`src/rtl/pc_pkg.sv`:
```
// rtl/pc_pkg.sv - shared types and PC-source encodings for the fetch sequencer
package pc_pkg;

    typedef enum logic [1:0] {
        BOOT  = 2'd0,
        FETCH = 2'd1,
        HOLD  = 2'd2
    } fetch_state_t;

    localparam logic [1:0] PCSRC_PLUS4  = 2'b00;
    localparam logic [1:0] PCSRC_BRANCH = 2'b01;
    localparam logic [1:0] PCSRC_JALR   = 2'b10;

endpackage

```
`src/rtl/pc_next_logic.sv`:
```
// rtl/pc_next_logic.sv - combinational next-PC selection (PC+4, PC+ImmExt, JALR target)
module pc_next_logic
    import pc_pkg::*;
#(
    parameter int XLEN = 32
) (
    input  logic [XLEN-1:0] PC,
    input  logic [1:0]      PCSrc,
    input  logic [XLEN-1:0] ImmExt,
    input  logic [XLEN-1:0] ALUResult,
    output logic [XLEN-1:0] PCPlus4,
    output logic [XLEN-1:0] PCNext
);

    logic [XLEN-1:0] branch_target;
    logic [XLEN-1:0] jalr_target;

    // Both adders wrap modulo 2^XLEN; there is deliberately no carry-out.
    assign PCPlus4       = PC + XLEN'(4);
    assign branch_target = PC + ImmExt;
    assign jalr_target   = {ALUResult[XLEN-1:1], 1'b0};

    always_comb begin
        PCNext = PCPlus4;
        case (PCSrc)
            PCSRC_BRANCH: PCNext = branch_target;
            PCSRC_JALR:   PCNext = jalr_target;
            default:      PCNext = PCPlus4;
        endcase
    end

endmodule

```
`src/rtl/pc_fetch_unit.sv`:
```
// rtl/pc_fetch_unit.sv - PC register and req/ack fetch sequencer; optional MISALIGN_TRAP_EN
module pc_fetch_unit
    import pc_pkg::*;
#(
    parameter int              XLEN         = 32,
`ifdef MISALIGN_TRAP_EN
    parameter logic [XLEN-1:0] TRAP_VECTOR  = XLEN'(32'h0000_0100),
`endif
    parameter logic [XLEN-1:0] RESET_VECTOR = '0
) (
    input  logic            clk,
    input  logic            reset,
    input  logic [1:0]      PCSrc,
    input  logic [XLEN-1:0] ImmExt,
    input  logic [XLEN-1:0] ALUResult,
    output logic            InstrReq,
    output logic [XLEN-1:0] InstrAddr,
    input  logic            InstrAck,
    input  logic [31:0]     InstrRdata,
    output logic            InstrValid,
    input  logic            InstrReady,
    output logic [31:0]     Instr,
    output logic [XLEN-1:0] PC,
    output logic [XLEN-1:0] PCPlus4,
    output logic            MisalignTrap
);

    fetch_state_t    state, state_next;
    logic            pc_load;
    logic            instr_load;
    logic [XLEN-1:0] pc_next;

    pc_next_logic #(.XLEN(XLEN)) u_next (
        .PC        (PC),
        .PCSrc     (PCSrc),
        .ImmExt    (ImmExt),
        .ALUResult (ALUResult),
        .PCPlus4   (PCPlus4),
        .PCNext    (pc_next)
    );

    assign InstrAddr = PC;

    always_ff @(posedge clk or posedge reset) begin
        if (reset) state <= BOOT;
        else       state <= state_next;
    end

    // Handshake outputs decode straight from state so reset drops InstrReq immediately.
    always_comb begin
        state_next = state;
        InstrReq   = 1'b0;
        InstrValid = 1'b0;
        pc_load    = 1'b0;
        instr_load = 1'b0;
        case (state)
            BOOT: state_next = FETCH;
            FETCH: begin
                InstrReq = 1'b1;
                if (InstrAck) begin
                    instr_load = 1'b1;
                    state_next = HOLD;
                end
            end
            HOLD: begin
                InstrValid = 1'b1;
                if (InstrReady) begin
                    pc_load    = 1'b1;
                    state_next = FETCH;
                end
            end
            default: state_next = BOOT;
        endcase
    end

    always_ff @(posedge clk or posedge reset) begin
        if (reset)           Instr <= 32'h0;
        else if (instr_load) Instr <= InstrRdata;
    end

`ifdef MISALIGN_TRAP_EN
    always_ff @(posedge clk or posedge reset) begin
        if (reset) begin
            PC           <= RESET_VECTOR;
            MisalignTrap <= 1'b0;
        end else begin
            MisalignTrap <= 1'b0;
            if (pc_load) begin
                if (|pc_next[1:0]) begin
                    PC           <= TRAP_VECTOR;
                    MisalignTrap <= 1'b1;
                end else begin
                    PC <= pc_next;
                end
            end
        end
    end
`else
    // Without the trap, low address bits are simply dropped.
    always_ff @(posedge clk or posedge reset) begin
        if (reset)        PC <= RESET_VECTOR;
        else if (pc_load) PC <= pc_next & ~XLEN'(3);
    end

    assign MisalignTrap = 1'b0;
`endif

endmodule
```
`config.mk`:
```
export PLATFORM = sky130hd
export DESIGN_NAME = pc_fetch_unit
export DESIGN_NICKNAME = d
export VERILOG_FILES = /design/src/rtl/pc_pkg.sv /design/src/rtl/pc_next_logic.sv /design/src/rtl/pc_fetch_unit.sv
export SDC_FILE = /design/constraint.sdc
export NUM_CORES = 1
export LEC_CHECK = 0
export BUFFER_PORTS_ARGS = -buffer_cell sky130_fd_sc_hd__buf_2
export CAP_MARGIN = 10
export CORE_MARGIN = 2
export CORE_UTILIZATION = 45
export DETAILED_ROUTE_END_ITERATION = 10
export PLACE_DENSITY_LB_ADDON = 0.05
export SLEW_MARGIN = 0
export SYNTH_ARGS = -nofsm -noshare
export SYNTH_HDL_FRONTEND = slang
export SYNTH_SLANG_ARGS = --single-unit
```
`constraint.sdc`:
```
create_clock -name clk -period 2.7 [get_ports clk]
set_input_delay 0.54 -clock clk [delete_from_list [all_inputs] [get_ports clk]]
set_output_delay 0.54 -clock clk [all_outputs]
set_load 0.02 [all_outputs]
```
Word-level counts from Yosys, hierarchy flattened
Cells that the tools add are included.
{"block": "classes", "addsub": 2, "mul": 0, "div_mod_pow": 0, "n_lt_le_gt_ge": 0, "eq_ne": 6, "n_shift": 0, "muxes": 10, "n_bitwise": 0, "n_reduce_logical": 2}
{"cell": "32-bit one-hot mux with 2 select lines", "n": 1}
{"cell": "32-bit by 3-bit adder with 32-bit output (second input constant)", "n": 1}
{"cell": "32-bit adder", "n": 1}
{"cell": "1-bit two-way mux", "n": 6}
{"cell": "2-bit one-hot mux with 3 select lines", "n": 1}
{"cell": "2-bit by 1-bit == test with 1-bit output (second input constant)", "n": 2}
{"cell": "2-bit == test (second input constant)", "n": 2}
{"cell": "2-bit two-way mux", "n": 2}
{"cell": "2-bit inequality test (second input constant)", "n": 2}
{"cell": "2-bit logical NOT", "n": 1}
{"cell": "2-bit AND reduction", "n": 1}
{"block": "word_totals", "reg_bits": 64, "latchBits": 0, "ram_bits": 0, "rom_bits": 0, "inputBits": 102, "output_inout_bits": 131, "mem_count": 0}

Depth between registers and ports, before layout
Gate-level depths: netlist (run 1).
{"block": "depth", "word_depth": 3, "ltp_mapped": 11}

Cells and area by module
From an unflattened synthesis (run 1), not the netlist that was laid out.
{"block": "hier_totals", "hier_cells": 622, "area_unflattened_um2": 5796.8}
{"module": "pc_next_logic", "instances": 1, "cells_per_inst": 445, "area_each_um2": 2986.6}
{"module": "pc_fetch_unit", "instances": 1, "cells_per_inst": 177, "area_each_um2": 2810.2}

Least setup slack after synthesis (run 1)
No wires, ideal clock.
{"block": "synth_timing", "path_type": "register to register", "start": "reg PC[2], in the netlist InstrAddr[2]", "end": "reg PC[22], in the netlist InstrAddr[22]", "setup_ns": 0.136, "arrival_time_ns": 2.638, "slack_ns": -0.074, "stages_incl_launch_ff": 12, "path_buffers": 0, "path_cell_list": "dfrtp_1 > ha_1 > inv_1 > fa_1 > nor2b_1 > o211ai_1 > o2bb2ai_2 > o31ai_2 > a211oi_2 > xnor2_1 > a221oi_1 > a21oi_1"}
{"block": "synth_between", "elab_chain_cells": 2}
{"element": "start: declaration", "line_no": "pc_fetch_unit.sv:23", "rtl": "output logic [XLEN-1:0] PC,"}
{"element": "start signal: assignment", "line_no": "pc_fetch_unit.sv:102", "rtl": "else if (pc_load) PC <= pc_next & ~XLEN'(3);"}
{"element": "32-bit by 3-bit adder with 32-bit output / 32-bit adder (equally long branches)", "line_no": "pc_next_logic.sv:19, pc_next_logic.sv:20"}
{"element": "32-bit one-hot mux with 2 select lines *", "line_no": "pc_next_logic.sv:25", "rtl": "case (PCSrc)"}
Mark *: on every way between the ends. The rest lies on a longest branch, timed or not.
A chain may end at the register's enable or synchronous reset.

Final worst setup path (run 1)
{"block": "layout_timing", "start": "reg PC[3], in the netlist InstrAddr[3]", "end": "out PCPlus4[21]"}
{"block": "layout_between", "elab_chain_cells": 1}
{"element": "32-bit by 3-bit adder with 32-bit output", "line_no": "pc_next_logic.sv:19", "rtl": "assign PCPlus4 = PC + XLEN'(4);"}
{"element": "end: declaration", "line_no": "pc_fetch_unit.sv:24", "rtl": "output logic [XLEN-1:0] PCPlus4,"}
Every way passes these cells.

==> flow_summary.yaml, run 1 <==
drt:
  dr.pass1.iters: 7
  routed.top_layer: "met4"
  wl_met1_um: 8370
  vias: 6034
  wire_per_inst_um: 17.6
  vias_per_cell: 5.59
  detail-route-antenna-nets: 0
  wl_met2_um: 8860
  drt-initial-drc-count: 335
  totalWireLength_um: 19000
  drc: 0
  wl_met3_um: 1390
synth:
  synth_top_area_share_pct: 28.2
  synth-edff-count: 0
  ys_seq_area_share_pct: 28.2
  syn_avg_cell_area_um2: 8.94
  synth_most_common_cell: "dfrtp_1"
  synth-seq-cells: 64
  synthTopCellsByArea: "dfrtp_1, ha_1, mux2_2"
  synthTopCellsByCount: "dfrtp_1, a21oi_1, nand2_1, buf_4, xnor2_1"
  synthArstFlopShare_pct: 100
  syn_area_um2: 5670
  yosysWarnings: 0
  syn_inst: 635
  synthFlopType: "dfrtp_1"
  yosysTopAreaCell: "dfrtp_1"
  synth.distinct_cells: 79
clocking:
  clk_pin_slew_ns: 0.07
  cts_buffers: 9
  clk-insertion-delay-late_ns: 0.34
  cts_root_buffer: "clkbuf_16"
  htree_levels: 3
  clkSinkCount: 64
  cts_tree: "built"
  clockBufferDepth: 2
sta:
  fmax_mhz: 366
  fin_crit_sh_pct: 101
  hold_viol_final: 0
  tightestPinTransition_ns: 0.664
  rsz0062_at_grt: "yes"
  period_needed_ns: 2.73
  finalSetupViolCount: 7
  layout_setup_ws_ns: -0.0312
  skew_ns: 0.00903
  maxSlewViolCount: 0
  relSlewSlack_pct: 55.8
place:
  place_ws_ns: -0.283
  dp_hpwl_um: 14400
  io_buffers: 221
  gp_congestion: 0.912
critical_path:
  crit_buf_inv: 3
  crit_type: "reg2out"
  max_stage_delay_ns: 0.41
  cp.arrival_ns: 2.19
  path_delay_family: "simple AND/OR/NAND/NOR gates"
  endpoint_kind: "output pin"
  required_ns: 2.16
  worst_setup_path_start_kind: "flip-flop"
  cpMaxStageDelayCell: "dfrtp_1"
  worstPathCellList: "buf_4 -> nand4_1 -> nor3_4 -> nand2_2 -> buf_4 -> nor2_2 -> xnor2_2 -> buf_4"
  cp_max_fo: 5
  critPathMostFrequentCell: "buf_4"
run_status:
  status: "complete, but fails checks"
  failed_checks: "negative setup slack"
power_and_ir_drop:
  p_per_area_nw_per_um2: 1250
  leakage_nw: 3.85
  netSwitchingPower_mw: 4.77
  seq_power_share_pct: 19.3
  power_frac_comb_pct: 67.4
  power_mw: 9.98
  p_clk_share_pct: 13.3
  internal_power_mw: 5.20
  ir_drop_uv: 594
  swShare_pct: 47.8
job:
  maxCapViolCount: 0
grt:
  grt_pass1_vias: 5506
  antenna_found_initial: 0
  overflow: 0
  grt_max_degree: 42
  track_usage_pct: 27.0
  grt_pass1_wl_um: 28300
hold_path:
  hp-class: "in2async"
layout:
  drive_gt1_share_pct: 48.7
  final_nets: 1037
  area_growth_pct: 40.3
  antenna_cells: 0
die:
  die_y_um: 116
  ioPinCount: 233
  start_util_pct: 45.5
  core_um2: 12500
  dieWidth_um: 116
  die_area_um2: 13500
  std_cell_rows: 41
registers in the layout, indices dropped and copies added, names as in the netlist:
signal,cells
InstrAddr,30
Instr,32
state,2
routing by layer:
| layer | global-route usage (%) | vias to the layer above |
|---|---|---|
| met1 | 37.0 | 2913 |
| met4 | 9.68 | 0 |
| met5 | 0 | - |
| met2 | 43.1 | 250 |
| li1 | - | 2841 |
| met3 | 4.36 | 30 |
through the flow:
step / cells / area, um2 / utilization [%] / setup TNS [ns] / hold slack (ns)
after global routing: 1079 / 7960 / 63.8 / -2.22 / 0.267
final: 1079 / 7960 / 63.8 / -0.147 / 0.224
after CTS: 1068 / 7680 / 61.6 / -0.0563 / 0.234
after floorplan: 641 / 5720 / - / -0.0118 / 0.455
after detailed placement: 1040 / 7180 / 57.6 / -2.39 / 0.482
after global placement: 1040 / 7180 / 57.6 / -1.64 / 0.468
worst paths after layout:
check,slack [ns],start,cells after the start,to
setup reg to reg,0.03,InstrAddr[2]$_DFFE_PP0P_,12,InstrAddr[18]$_DFFE_PP0P_
max in group asynchronous,1.72,reset,3,InstrAddr[9]$_DFFE_PP0P_
hold / removal,0.22,reset,2,Instr[8]$_DFFE_PP0P_
hold reg to reg,0.50,state[1]$_DFFE_PP0P_,1,state[0]$_DFFE_PP0P_
min in group clk,0.41,InstrAck,2,state[0]$_DFFE_PP0P_
setup / recovery,-0.03,InstrAddr[3]$_DFFE_PP0P_,8,PCPlus4[21]
final cells by class:
type	instances	area, um2
Clock inverter	7	103
Inverter	20	75.1
Sequential cell	64	1610
Clock buffer	9	225
Multi-Input combinational cell	487	3820
Tap cell	172	215
Fill cell	1143	4510
Timing Repair Buffer	320	1910
cell families (layout without fill, tap and decap cells):
group                    count (synthesis)  count (layout)  share of synthesized area, %
AND/OR/NAND/NOR                        157             157                          14.7
XOR/XNOR                                50              50                          7.72
AO/OA/AOI/OAI                          204             204                          25.7
flip-flops                              64              64                          28.2
other                                    1               7                        0.0661
buffers and inverters                   90             356                          9.15
multiplexers                            36              36                          7.10
adder cells (fa/ha/maj)                 33              33                          7.41
placed cells by master, fill, tap and decap left out, types with 11 or more instances in the layout:
cell type	count
buf_2	208
buf_4	107
dfrtp_1	58
a21oi_1	51
nand2_1	42
mux2_2	32
xnor2_1	31
ha_1	29
nor2_1	21
inv_1	19
nand3_1	18
o22ai_1	15
and3_1	13
nand4_1	12
a21o_1	12
o21ai_0	11
a221oi_1	11
a31oi_1	11
power groups by stage:
| stage | clock network, mW | registers [mW] | logic (mW) |
|---|---|---|---|
| floorplan | 0 | 2.51 | 3.74 |
| global placement | 0 | 1.89 | 6.14 |
| detailed placement | 0 | 1.92 | 6.20 |
| CTS | 1.34 | 1.91 | 6.39 |
| global route | 1.39 | 2.00 | 7.23 |
| finish | 1.33 | 1.93 | 6.72 |
repair_timing:
| action | CTS | global route |
|---|---|---|
| pin swaps | 10 | 21 |
| gates resized for setup | 22 | 46 |
| hold buffers | 0 | 0 |
| endpoints found under the setup margin | 21 | 30 |
| buffers inserted | 12 | 11 |
Power figures use the tool's default switching activity.
==> inputs of run 2 (changes only) <==
CORE_ASPECT_RATIO = 1.2   (was default)
==> flow_summary.yaml, run 2 (synthesis results as in run 1) <==
critical_path:
  cp_max_fo: 6
  endpoint_kind: "output pin"
  crit_type: "reg2out"
  worst_setup_path_start_kind: "flip-flop"
  cp.arrival_ns: 2.14
  required_ns: 2.16
clocking:
  cts_buffers: 9
  clk-insertion-delay-late_ns: 0.34
  clk_pin_slew_ns: 0.07
  hold_buffers: 0
  clockBufferDepth: 2
  cts_tree: "built"
  htree_levels: 3
  clkSinkCount: 64
  cts_root_buffer: "clkbuf_16"
power_and_ir_drop:
  leakage_nw: 3.86
  ir_drop_uv: 703
  p_per_area_nw_per_um2: 1230
sta:
  setup-tns-final_ns: 0
  finalSetupViolCount: 0
  fin_crit_sh_pct: 99.2
  maxSlewViolCount: 0
  hold_viol_final: 0
  rsz0062_at_grt: "yes"
  layout_setup_ws_ns: 0.0226
  skew_ns: 0.0120
  period_needed_ns: 2.68
  fmax_mhz: 374
  tightestPinTransition_ns: 0.587
  relSlewSlack_pct: 60.9
die:
  std_cell_rows: 44
  ioPinCount: 233
  core_um2: 12200
  start_util_pct: 46.4
  dieWidth_um: 107
  die_y_um: 127
  die_area_um2: 13500
layout:
  fin_area_um2: 7940
  most-common-layout-cells: "buf_2, buf_4, dfrtp_1, a21oi_1, nand2_1"
  multi_input_area_um2: 3810
  drive_gt1_share_pct: 48.6
  nFillCells: 1095
  seqCellArea_um2: 1610
  largest_reg_flops: 32
  top_register: "Instr"
  final-instance-count-excl-fill: 1070
  antenna_cells: 0
  area_growth_pct: 39.9
  final_nets: 1039
  final_common_cell: "buf_2"
  utilization_pct: 65.0
hold_path:
  hp-class: "in2async"
place:
  dp_hpwl_um: 14400
  io_buffers: 221
  gp_congestion: 0.956
  placed_cells: 1033
  place_ws_ns: -0.257
  dpl_cell_area_um2: 7190
drt:
  dr.pass1.iters: 5
  vias_per_cell: 5.65
  wire_per_inst_um: 17.9
  drc: 0
  vias: 6045
  drt-initial-drc-count: 352
  totalWireLength_um: 19100
  detail-route-antenna-nets: 0
grt:
  grt_pass1_wl_um: 29400
  overflow: 0
  track_usage_pct: 27.3
  grt_max_degree: 37
  antenna_found_initial: 0
  grt_pass1_vias: 5831
job:
  maxCapViolCount: 0
run_status:
  status: "complete, no violations"
## run 2: cell count changes in the layout (fill, tap and decap cells not counted), sizes merged
| cell | before | now |
|---|---|---|
| buf | 320 | 321 |
| clkinv | 2 | 3 |
| clkbuf | 9 | 10 |
| inv | 22 | 21 |
## run 2: routing by layer
layer  track usage, %  part of all wire, %  routed length, um  up-vias
li1                 -                    -                  -     2840
met1             34.0                   41               7870     2917
met2             47.7                   50               9530      250
met3             3.52                  6.3               1200       38
met4             11.1                  2.7                522        0
met5                0                    0                  0        -
## run 2: worst paths after layout
check | startpoint | endpoint | slack (ns) | cells after the start
worst max-delay path | InstrAddr[12]$_DFFE_PP0P_ | PCPlus4[28] | 0.02 | 6
worst min-delay path | reset | InstrAddr[16]$_DFFE_PP0P_ | 0.18 | 2
worst max register to register | InstrAddr[2]$_DFFE_PP0P_ | InstrAddr[22]$_DFFE_PP0P_ | 0.07 | 12
worst min register to register | Instr[18]$_DFFE_PP0P_ | Instr[18]$_DFFE_PP0P_ | 0.50 | 1
max in group asynchronous | reset | InstrAddr[23]$_DFFE_PP0P_ | 1.68 | 3
min in group clk | InstrAck | state[0]$_DFFE_PP0P_ | 0.43 | 2
## run 2: power by group
group | internal (mW) | leakage, nW | switching (mW)
sequential | 1.44 | 0.754 | 0.491
clock | 0.820 | 0.158 | 0.491
combinational | 2.83 | 2.94 | 3.73
## run 2: worst max-delay path, cell delays in order (launching register included)
cell and delay [ns]:
dfrtp_2 0.44, nand4_1 0.21, nor2_4 0.28, and3_4 0.25
nand4_1 0.19, xnor2_2 0.24, buf_4 0.18
## run 2: area by class of cell
type	instances	area share, %
Multi-Input combinational cell	487	48.0
Timing Repair Buffer	322	24.1
Sequential cell	64	20.3
Clock buffer	9	2.84
Tap cell	161	2.54
Clock inverter	7	1.32
Inverter	20	0.945
## run 2: per-stage QoR
stage	power (mW)	hold slack (ns)
floorplan	6.25	0.455
global placement	8.06	0.469
detailed placement	8.16	0.483
CTS	9.57	0.194
global route	10.5	0.217
finish	9.80	0.184
## run 2: what timing repair did
item,4_1_cts,5_1_grt
gates cloned,0,0
resized for setup,17,46
pin swaps,11,18
setup endpoints to repair,14,26
buffers inserted,9,12
